<file path="src/rtl/cpu_ctrl_pkg.sv">
// Shared encodings for the multicycle CPU control path: FSM states, opcode and
// funct constants, and the ALUOp / PCSource / ALUSrcB select codes.
package cpu_ctrl_pkg;

  localparam int unsigned STATE_W  = 4;
  localparam int unsigned OP_W     = 6;
  localparam int unsigned FUNCT_W  = 6;
  localparam int unsigned ALUOP_W  = 3;
  localparam int unsigned PCSRC_W  = 2;
  localparam int unsigned SRCB_W   = 2;

  typedef enum logic [STATE_W-1:0] {
    ST_RST        = 4'd0,
    ST_FETCH      = 4'd1,
    ST_FETCH_WAIT = 4'd2,
    ST_DECODE     = 4'd3,
    ST_R_EXEC     = 4'd4,
    ST_R_WB       = 4'd5,
    ST_ADDI_EXEC  = 4'd6,
    ST_ADDI_WB    = 4'd7,
    ST_MEM_ADDR   = 4'd8,
    ST_LW_READ    = 4'd9,
    ST_LW_WAIT    = 4'd10,
    ST_LW_WB      = 4'd11,
    ST_SW_WRITE   = 4'd12,
    ST_BRANCH     = 4'd13,
    ST_JUMP       = 4'd14,
    ST_HALT       = 4'd15
  } state_t;

  // Opcodes (IR[31:26])
  localparam logic [OP_W-1:0] OP_RTYPE = 6'h00;
  localparam logic [OP_W-1:0] OP_J     = 6'h02;
  localparam logic [OP_W-1:0] OP_BEQ   = 6'h04;
  localparam logic [OP_W-1:0] OP_BNE   = 6'h05;
  localparam logic [OP_W-1:0] OP_ADDI  = 6'h08;
  localparam logic [OP_W-1:0] OP_LW    = 6'h23;
  localparam logic [OP_W-1:0] OP_SW    = 6'h2B;

  // R-type funct field (IR[5:0])
  localparam logic [FUNCT_W-1:0] FN_ADD = 6'h20;
  localparam logic [FUNCT_W-1:0] FN_SUB = 6'h22;
  localparam logic [FUNCT_W-1:0] FN_AND = 6'h24;
  localparam logic [FUNCT_W-1:0] FN_XOR = 6'h26;

  // ALU operation codes
  localparam logic [ALUOP_W-1:0] ALU_ADD = 3'b001;
  localparam logic [ALUOP_W-1:0] ALU_SUB = 3'b010;
  localparam logic [ALUOP_W-1:0] ALU_AND = 3'b011;
  localparam logic [ALUOP_W-1:0] ALU_XOR = 3'b101;

  // PC source mux
  localparam logic [PCSRC_W-1:0] PCSRC_ALU    = 2'b00;
  localparam logic [PCSRC_W-1:0] PCSRC_ALUOUT = 2'b01;
  localparam logic [PCSRC_W-1:0] PCSRC_JUMP   = 2'b10;

  // ALU B operand mux
  localparam logic [SRCB_W-1:0] SRCB_B      = 2'b00;
  localparam logic [SRCB_W-1:0] SRCB_FOUR   = 2'b01;
  localparam logic [SRCB_W-1:0] SRCB_IMM    = 2'b10;
  localparam logic [SRCB_W-1:0] SRCB_IMM_SH = 2'b11;

endpackage

</file>
<file path="src/rtl/alu_control.sv">
// ALU operation decoder: maps (FSM state, funct) to ALUOp and flags funct
// encodings outside the supported R-type subset. Purely combinational.
//   state         - current control FSM state
//   funct         - IR[5:0]
//   alu_op        - ALU operation for this state
//   funct_illegal - funct is not add/sub/and/xor
module alu_control
  import cpu_ctrl_pkg::*;
(
  input  state_t             state,
  input  logic [5:0]         funct,
  output logic [2:0]         alu_op,
  output logic               funct_illegal
);

  logic [ALUOP_W-1:0] rtype_op;

  // Decode funct independently of state so DECODE can use the illegal flag
  always_comb begin
    rtype_op      = ALU_ADD;
    funct_illegal = 1'b1;
    case (funct)
      FN_ADD: begin rtype_op = ALU_ADD; funct_illegal = 1'b0; end
      FN_SUB: begin rtype_op = ALU_SUB; funct_illegal = 1'b0; end
      FN_AND: begin rtype_op = ALU_AND; funct_illegal = 1'b0; end
      FN_XOR: begin rtype_op = ALU_XOR; funct_illegal = 1'b0; end
      default: ;
    endcase
  end

  // Only R_EXEC follows funct; branches compare by subtraction; all else adds
  always_comb begin
    alu_op = ALU_ADD;
    if (state == ST_R_EXEC) begin
      alu_op = rtype_op;
    end else if (state == ST_BRANCH) begin
      alu_op = ALU_SUB;
    end
  end

endmodule

</file>
<file path="src/rtl/control_unit.sv">
// Multicycle CPU control FSM. Sequences PC, memory, IR, register file, A/B,
// MDR and ALUOut enables and all datapath mux selects for the add/sub/and/xor,
// addi, lw, sw, beq, bne and j subset; any other encoding halts.
//   clock, reset (async, active-low)
//   OPCODE, FUNCT - instruction fields from IR; zero - ALU zero flag
//   PCWrite/PCSource, IorD, MemWrite, IRWrite, MDRWrite, ABWrite, ALUOutWrite,
//   RegWrite, RegDst, MemtoReg, ALUSrcA, ALUSrcB, ALUOp - datapath controls
//   halted - machine is in HALT
module control_unit
  import cpu_ctrl_pkg::*;
(
  input  logic       clock,
  input  logic       reset,
  input  logic [5:0] OPCODE,
  input  logic [5:0] FUNCT,
  input  logic       zero,
  output logic       PCWrite,
  output logic [1:0] PCSource,
  output logic       IorD,
  output logic       MemWrite,
  output logic       IRWrite,
  output logic       MDRWrite,
  output logic       ABWrite,
  output logic       ALUOutWrite,
  output logic       RegWrite,
  output logic       RegDst,
  output logic       MemtoReg,
  output logic       ALUSrcA,
  output logic [1:0] ALUSrcB,
  output logic [2:0] ALUOp,
  output logic       halted
);

  state_t state_q, state_d;
  // Instruction flavour captured in DECODE so later states never look at IR
  logic   is_bne_q, is_bne_d;
  logic   is_sw_q,  is_sw_d;
  logic   funct_illegal;

  alu_control u_alu_control (
    .state         (state_q),
    .funct         (FUNCT),
    .alu_op        (ALUOp),
    .funct_illegal (funct_illegal)
  );

  // State and decode-flag registers
  always_ff @(posedge clock or negedge reset) begin
    if (!reset) begin
      state_q  <= ST_RST;
      is_bne_q <= 1'b0;
      is_sw_q  <= 1'b0;
    end else begin
      state_q  <= state_d;
      is_bne_q <= is_bne_d;
      is_sw_q  <= is_sw_d;
    end
  end

  // Next state and Moore outputs; PCWrite in BRANCH also follows zero
  always_comb begin
    state_d     = state_q;
    is_bne_d    = is_bne_q;
    is_sw_d     = is_sw_q;
    PCWrite     = 1'b0;
    PCSource    = PCSRC_ALU;
    IorD        = 1'b0;
    MemWrite    = 1'b0;
    IRWrite     = 1'b0;
    MDRWrite    = 1'b0;
    ABWrite     = 1'b0;
    ALUOutWrite = 1'b0;
    RegWrite    = 1'b0;
    RegDst      = 1'b0;
    MemtoReg    = 1'b0;
    ALUSrcA     = 1'b0;
    ALUSrcB     = SRCB_B;
    halted      = 1'b0;

    case (state_q)
      ST_RST: begin
        state_d = ST_FETCH;
      end
      ST_FETCH: begin
        ALUSrcB = SRCB_FOUR;
        state_d = ST_FETCH_WAIT;
      end
      ST_FETCH_WAIT: begin
        ALUSrcB  = SRCB_FOUR;
        IRWrite  = 1'b1;
        PCWrite  = 1'b1;
        PCSource = PCSRC_ALU;
        state_d  = ST_DECODE;
      end
      ST_DECODE: begin
        ALUSrcB     = SRCB_IMM_SH;
        ABWrite     = 1'b1;
        ALUOutWrite = 1'b1;
        is_bne_d    = (OPCODE == OP_BNE);
        is_sw_d     = (OPCODE == OP_SW);
        case (OPCODE)
          OP_RTYPE:     state_d = funct_illegal ? ST_HALT : ST_R_EXEC;
          OP_ADDI:      state_d = ST_ADDI_EXEC;
          OP_LW, OP_SW: state_d = ST_MEM_ADDR;
          OP_BEQ, OP_BNE: state_d = ST_BRANCH;
          OP_J:         state_d = ST_JUMP;
          default:      state_d = ST_HALT;
        endcase
      end
      ST_R_EXEC: begin
        ALUSrcA     = 1'b1;
        ALUSrcB     = SRCB_B;
        ALUOutWrite = 1'b1;
        state_d     = ST_R_WB;
      end
      ST_R_WB: begin
        RegWrite = 1'b1;
        RegDst   = 1'b1;
        state_d  = ST_FETCH;
      end
      ST_ADDI_EXEC: begin
        ALUSrcA     = 1'b1;
        ALUSrcB     = SRCB_IMM;
        ALUOutWrite = 1'b1;
        state_d     = ST_ADDI_WB;
      end
      ST_ADDI_WB: begin
        RegWrite = 1'b1;
        state_d  = ST_FETCH;
      end
      ST_MEM_ADDR: begin
        ALUSrcA     = 1'b1;
        ALUSrcB     = SRCB_IMM;
        ALUOutWrite = 1'b1;
        state_d     = is_sw_q ? ST_SW_WRITE : ST_LW_READ;
      end
      ST_LW_READ: begin
        IorD    = 1'b1;
        state_d = ST_LW_WAIT;
      end
      ST_LW_WAIT: begin
        IorD     = 1'b1;
        MDRWrite = 1'b1;
        state_d  = ST_LW_WB;
      end
      ST_LW_WB: begin
        RegWrite = 1'b1;
        MemtoReg = 1'b1;
        state_d  = ST_FETCH;
      end
      ST_SW_WRITE: begin
        IorD     = 1'b1;
        MemWrite = 1'b1;
        state_d  = ST_FETCH;
      end
      ST_BRANCH: begin
        ALUSrcA  = 1'b1;
        ALUSrcB  = SRCB_B;
        PCSource = PCSRC_ALUOUT;
        PCWrite  = is_bne_q ? ~zero : zero;
        state_d  = ST_FETCH;
      end
      ST_JUMP: begin
        PCSource = PCSRC_JUMP;
        PCWrite  = 1'b1;
        state_d  = ST_FETCH;
      end
      ST_HALT: begin
        halted  = 1'b1;
        state_d = ST_HALT;
      end
      default: begin
        state_d = ST_HALT;
      end
    endcase
  end

endmodule

</file>
<file path="config.mk">
export PLATFORM = sky130hd
export DESIGN_NAME = control_unit
export DESIGN_NICKNAME = d
export VERILOG_FILES = /design/src/rtl/cpu_ctrl_pkg.sv /design/src/rtl/alu_control.sv /design/src/rtl/control_unit.sv
export SDC_FILE = /design/constraint.sdc
export NUM_CORES = 1
export LEC_CHECK = 0
export CORE_UTILIZATION = 43
export CTS_BUF_LIST = sky130_fd_sc_hd__clkbuf_8
export DETAILED_ROUTE_END_ITERATION = 8
export PLACE_DENSITY = 0.86
export SETUP_SLACK_MARGIN = 0.15
export SLEW_MARGIN = 0
export SYNTH_ARGS = -nofsm -noshare
export SYNTH_HDL_FRONTEND = slang
export SYNTH_SLANG_ARGS = --single-unit
</file>
<file path="constraint.sdc">
create_clock -name clock -period 2.9 [get_ports clock]
set_clock_uncertainty 0.1 [all_clocks]
set_input_delay 0.725 -clock clock [delete_from_list [all_inputs] [get_ports clock]]
set_output_delay 0.725 -clock clock [all_outputs]
set_load 0.05 [all_outputs]
</file>
==> metrics <==
worst min path class register to register; chip height 40.90 um; Yosys top cell area share 23.08%; Worst-Margin Slew 0.4990 ns; run status complete, no violations; Gate Count Post-Synth 97; Top Ports 34; kind of critical path input port to output port; Post-synth EDFFs 0; 1st-iter DRT viols 29; Max Used Layer met3; antenna violations before repair 0; CORE AREA 1350 um2; Post-CTS Setup Repair Bufs 0; PortBufs 33; f_max 0.3747 GHz; crit end category output port; crit share post-route 92.02%; mean post-synth cell area 6.707 um2; Post-Route WL 2084 um; Rel. slew slack 66.63%; vias 867; fill cell count 111; largest stage delay on the critical path 0.29 ns; CTS sink count 6; CP arrival 1.84 ns; Synth Flop Type dfrtp_1; r2r startpoint state_q[3]; DIE AREA 1673 um2; Setup crit end ALUOp[1]; clock power share 10.3%; CP max-delay cell a211oi_2; CTS tree yes; crit path max fanout 3; Critical Path Source FUNCT[4]; wire length on met2 1122 um; most numerous cell in the Yosys netlist nor2_1; Leak 0.4634 nW; hold path depth 2; vias per cell 5.938; Worst setup SP type input port; YS warnings 0; Die Wd 40.90 um; DP Area 1006 um2; Area growth syn-to-layout 61.54%; Synth Cell Area 650.6 um2; sequential area share after synthesis 23.08%; Multi-input gate area 466.7 um2; wire per inst 14.27 um; # Max-Cap Violations 0; final setup vio count 0; Reg power frac 10.9%; syn_nets 112; post-synth top area cell dfrtp_1; Max Root-Sink Buffers 2; CTS Root Cell clkbuf_8; total CTS buffers 3; count of different cell masters after synthesis 33; DRC Markers 0; Cell Chain, Critical Path clkdlybuf4s15_1, nor4b_4, nand3_1, a211oi_2, clkbuf_16; switching fraction of total power 58.51%; # hold bufs at CTS 0; Overflow after GRT 0; RSZ-0062 raised after global routing false; Storage cell area 150.1 um2; Required @ worst endpoint 2.08 ns; layout cell share with drive strength beyond 1 25.19%; Hold Vio Cnt, Final 0; vias in the first global route 693; Final Cell Area 1051 um2; Final ANT Viol Nets 0; register bit total from synthesis 6; router iterations before antenna repair 4; most frequent cells after synthesis nor2_1, nand2_1, a21oi_1, dfrtp_1, nor3_1; ant diodes 0; Post-synth ARST share 100.0%; clk slew on worst S/H paths 0.03 ns; Peak supply drop 0.0006374 V; PD cells 1148 nW/um2; fin. max-slew vios 0; R2R setup slack 1.46 ns; global-route wire length before repair 2960 um; GPL Wtd Cong 0.8194; Post-Route M1 WL 857 um; Pint 500.5 uW; Detailed Place HPWL 1529 um; Synth area leaders dfrtp_1, nor2_1, nand2_1; Final min period 2.669 ns; met3 wire length 104 um; largest net degree at the start of global routing 18; Clk Latency, worst-skew pair 0.22 ns; H-tree depth 1; Global Route Usage Sum 26.92%; Starting Density 48.19%; switching pwr 705.9 uW; Nets 148; R2R cell count 5; Reg-to-Reg End state_q[1]; Gate power share 78.8%; PnR Total Power 1.206 mW; row cnt 13
==> power by group through the flow <==
stage / sequential [mW] / combinational [mW] / clock (mW)
floorplan: 0.131 / 0.651 / 0
global placement: 0.128 / 0.920 / 0
detailed placement: 0.129 / 0.935 / 0
CTS: 0.130 / 0.942 / 0.127
global route: 0.133 / 1.01 / 0.133
finish: 0.131 / 0.951 / 0.125
==> cells by family after synthesis <==
logic type | after synthesis | synth area share [%]
XOR/XNOR | 3 | 4.039
AO/OA/AOI/OAI | 31 | 29.81
AND/OR/NAND/NOR | 45 | 34.62
flip-flops | 6 | 23.08
buffers and inverters | 12 | 8.461
==> flip-flops by register name, summed over array words and instances, names as in the netlist <==
signal,flops
is_bne_q,1
is_sw_q,1
state_q,4
==> what timing repair did <==
action	4_1_cts	5_1_grt
setup endpoints to repair	3	2
pin swaps	3	4
endpoints found under the hold margin	0	0
gates resized for setup	6	7
==> routing by layer <==
metal	vias up	track usage, %
li1	420	-
met1	405	33.33
met2	42	46.88
met3	0	4.891
met4	0	7.500
met5	-	0
==> critical path, delay by kind of cell <==
family,cells,cell delay (ns)
AND/OR/NAND/NOR,2,0.42
AO/OA/AOI/OAI,1,0.29
buffers and inverters,2,0.40
==> stage by stage <==
stage               utilization [%]  instances  TNS (ns)  setup WS, ns  hold slack (ns)
floorplan                         -         97         0       0.05527           0.3294
global placement              74.51        143  -0.02476      -0.02476           0.4096
detailed placement            74.51        143   -0.1091      -0.08244           0.4261
CTS                           77.76        146         0        0.1512           0.4339
global route                  77.85        146         0        0.1760           0.4437
finish                        77.85        146         0        0.2313           0.4306
==> placed cells by master, fill, tap and decap left out, types with 2 or more instances in the layout <==
master,n
inv_1,5
o21ai_1,4
a31oi_1,2
clkdlybuf4s50_1,9
dfrtp_1,6
nor3_1,5
clkbuf_2,2
nor2_1,12
clkbuf_8,3
a211oi_1,3
a21oi_1,7
nand2b_1,2
o21ai_0,4
buf_12,2
buf_4,20
o22ai_1,3
dlygate4sd2_1,2
nand3_1,4
xnor2_1,2
nand2_1,10
o21bai_1,2
and2_1,2
==> worst min-delay path by stage <==
stage,from,endpoint,slack (ns)
6_report,is_bne_q,is_bne_q,0.43
2_1_floorplan,reset,is_bne_q,0.33
5_1_grt,is_bne_q,is_bne_q,0.44
3_3_place_gp,is_bne_q,is_bne_q,0.41
4_1_cts,is_bne_q,is_bne_q,0.43
3_5_place_dp,is_sw_q,is_sw_q,0.43
==> layout make-up <==
cell class / count / area share [%]
tap: 15 / 1.786
sequential: 6 / 14.29
multi-input combinational: 79 / 44.40
clock buffer: 3 / 3.929
timing repair buffer: 38 / 33.81
inverter: 5 / 1.786
No activity file was read; power rests on OpenSTA's default activity.
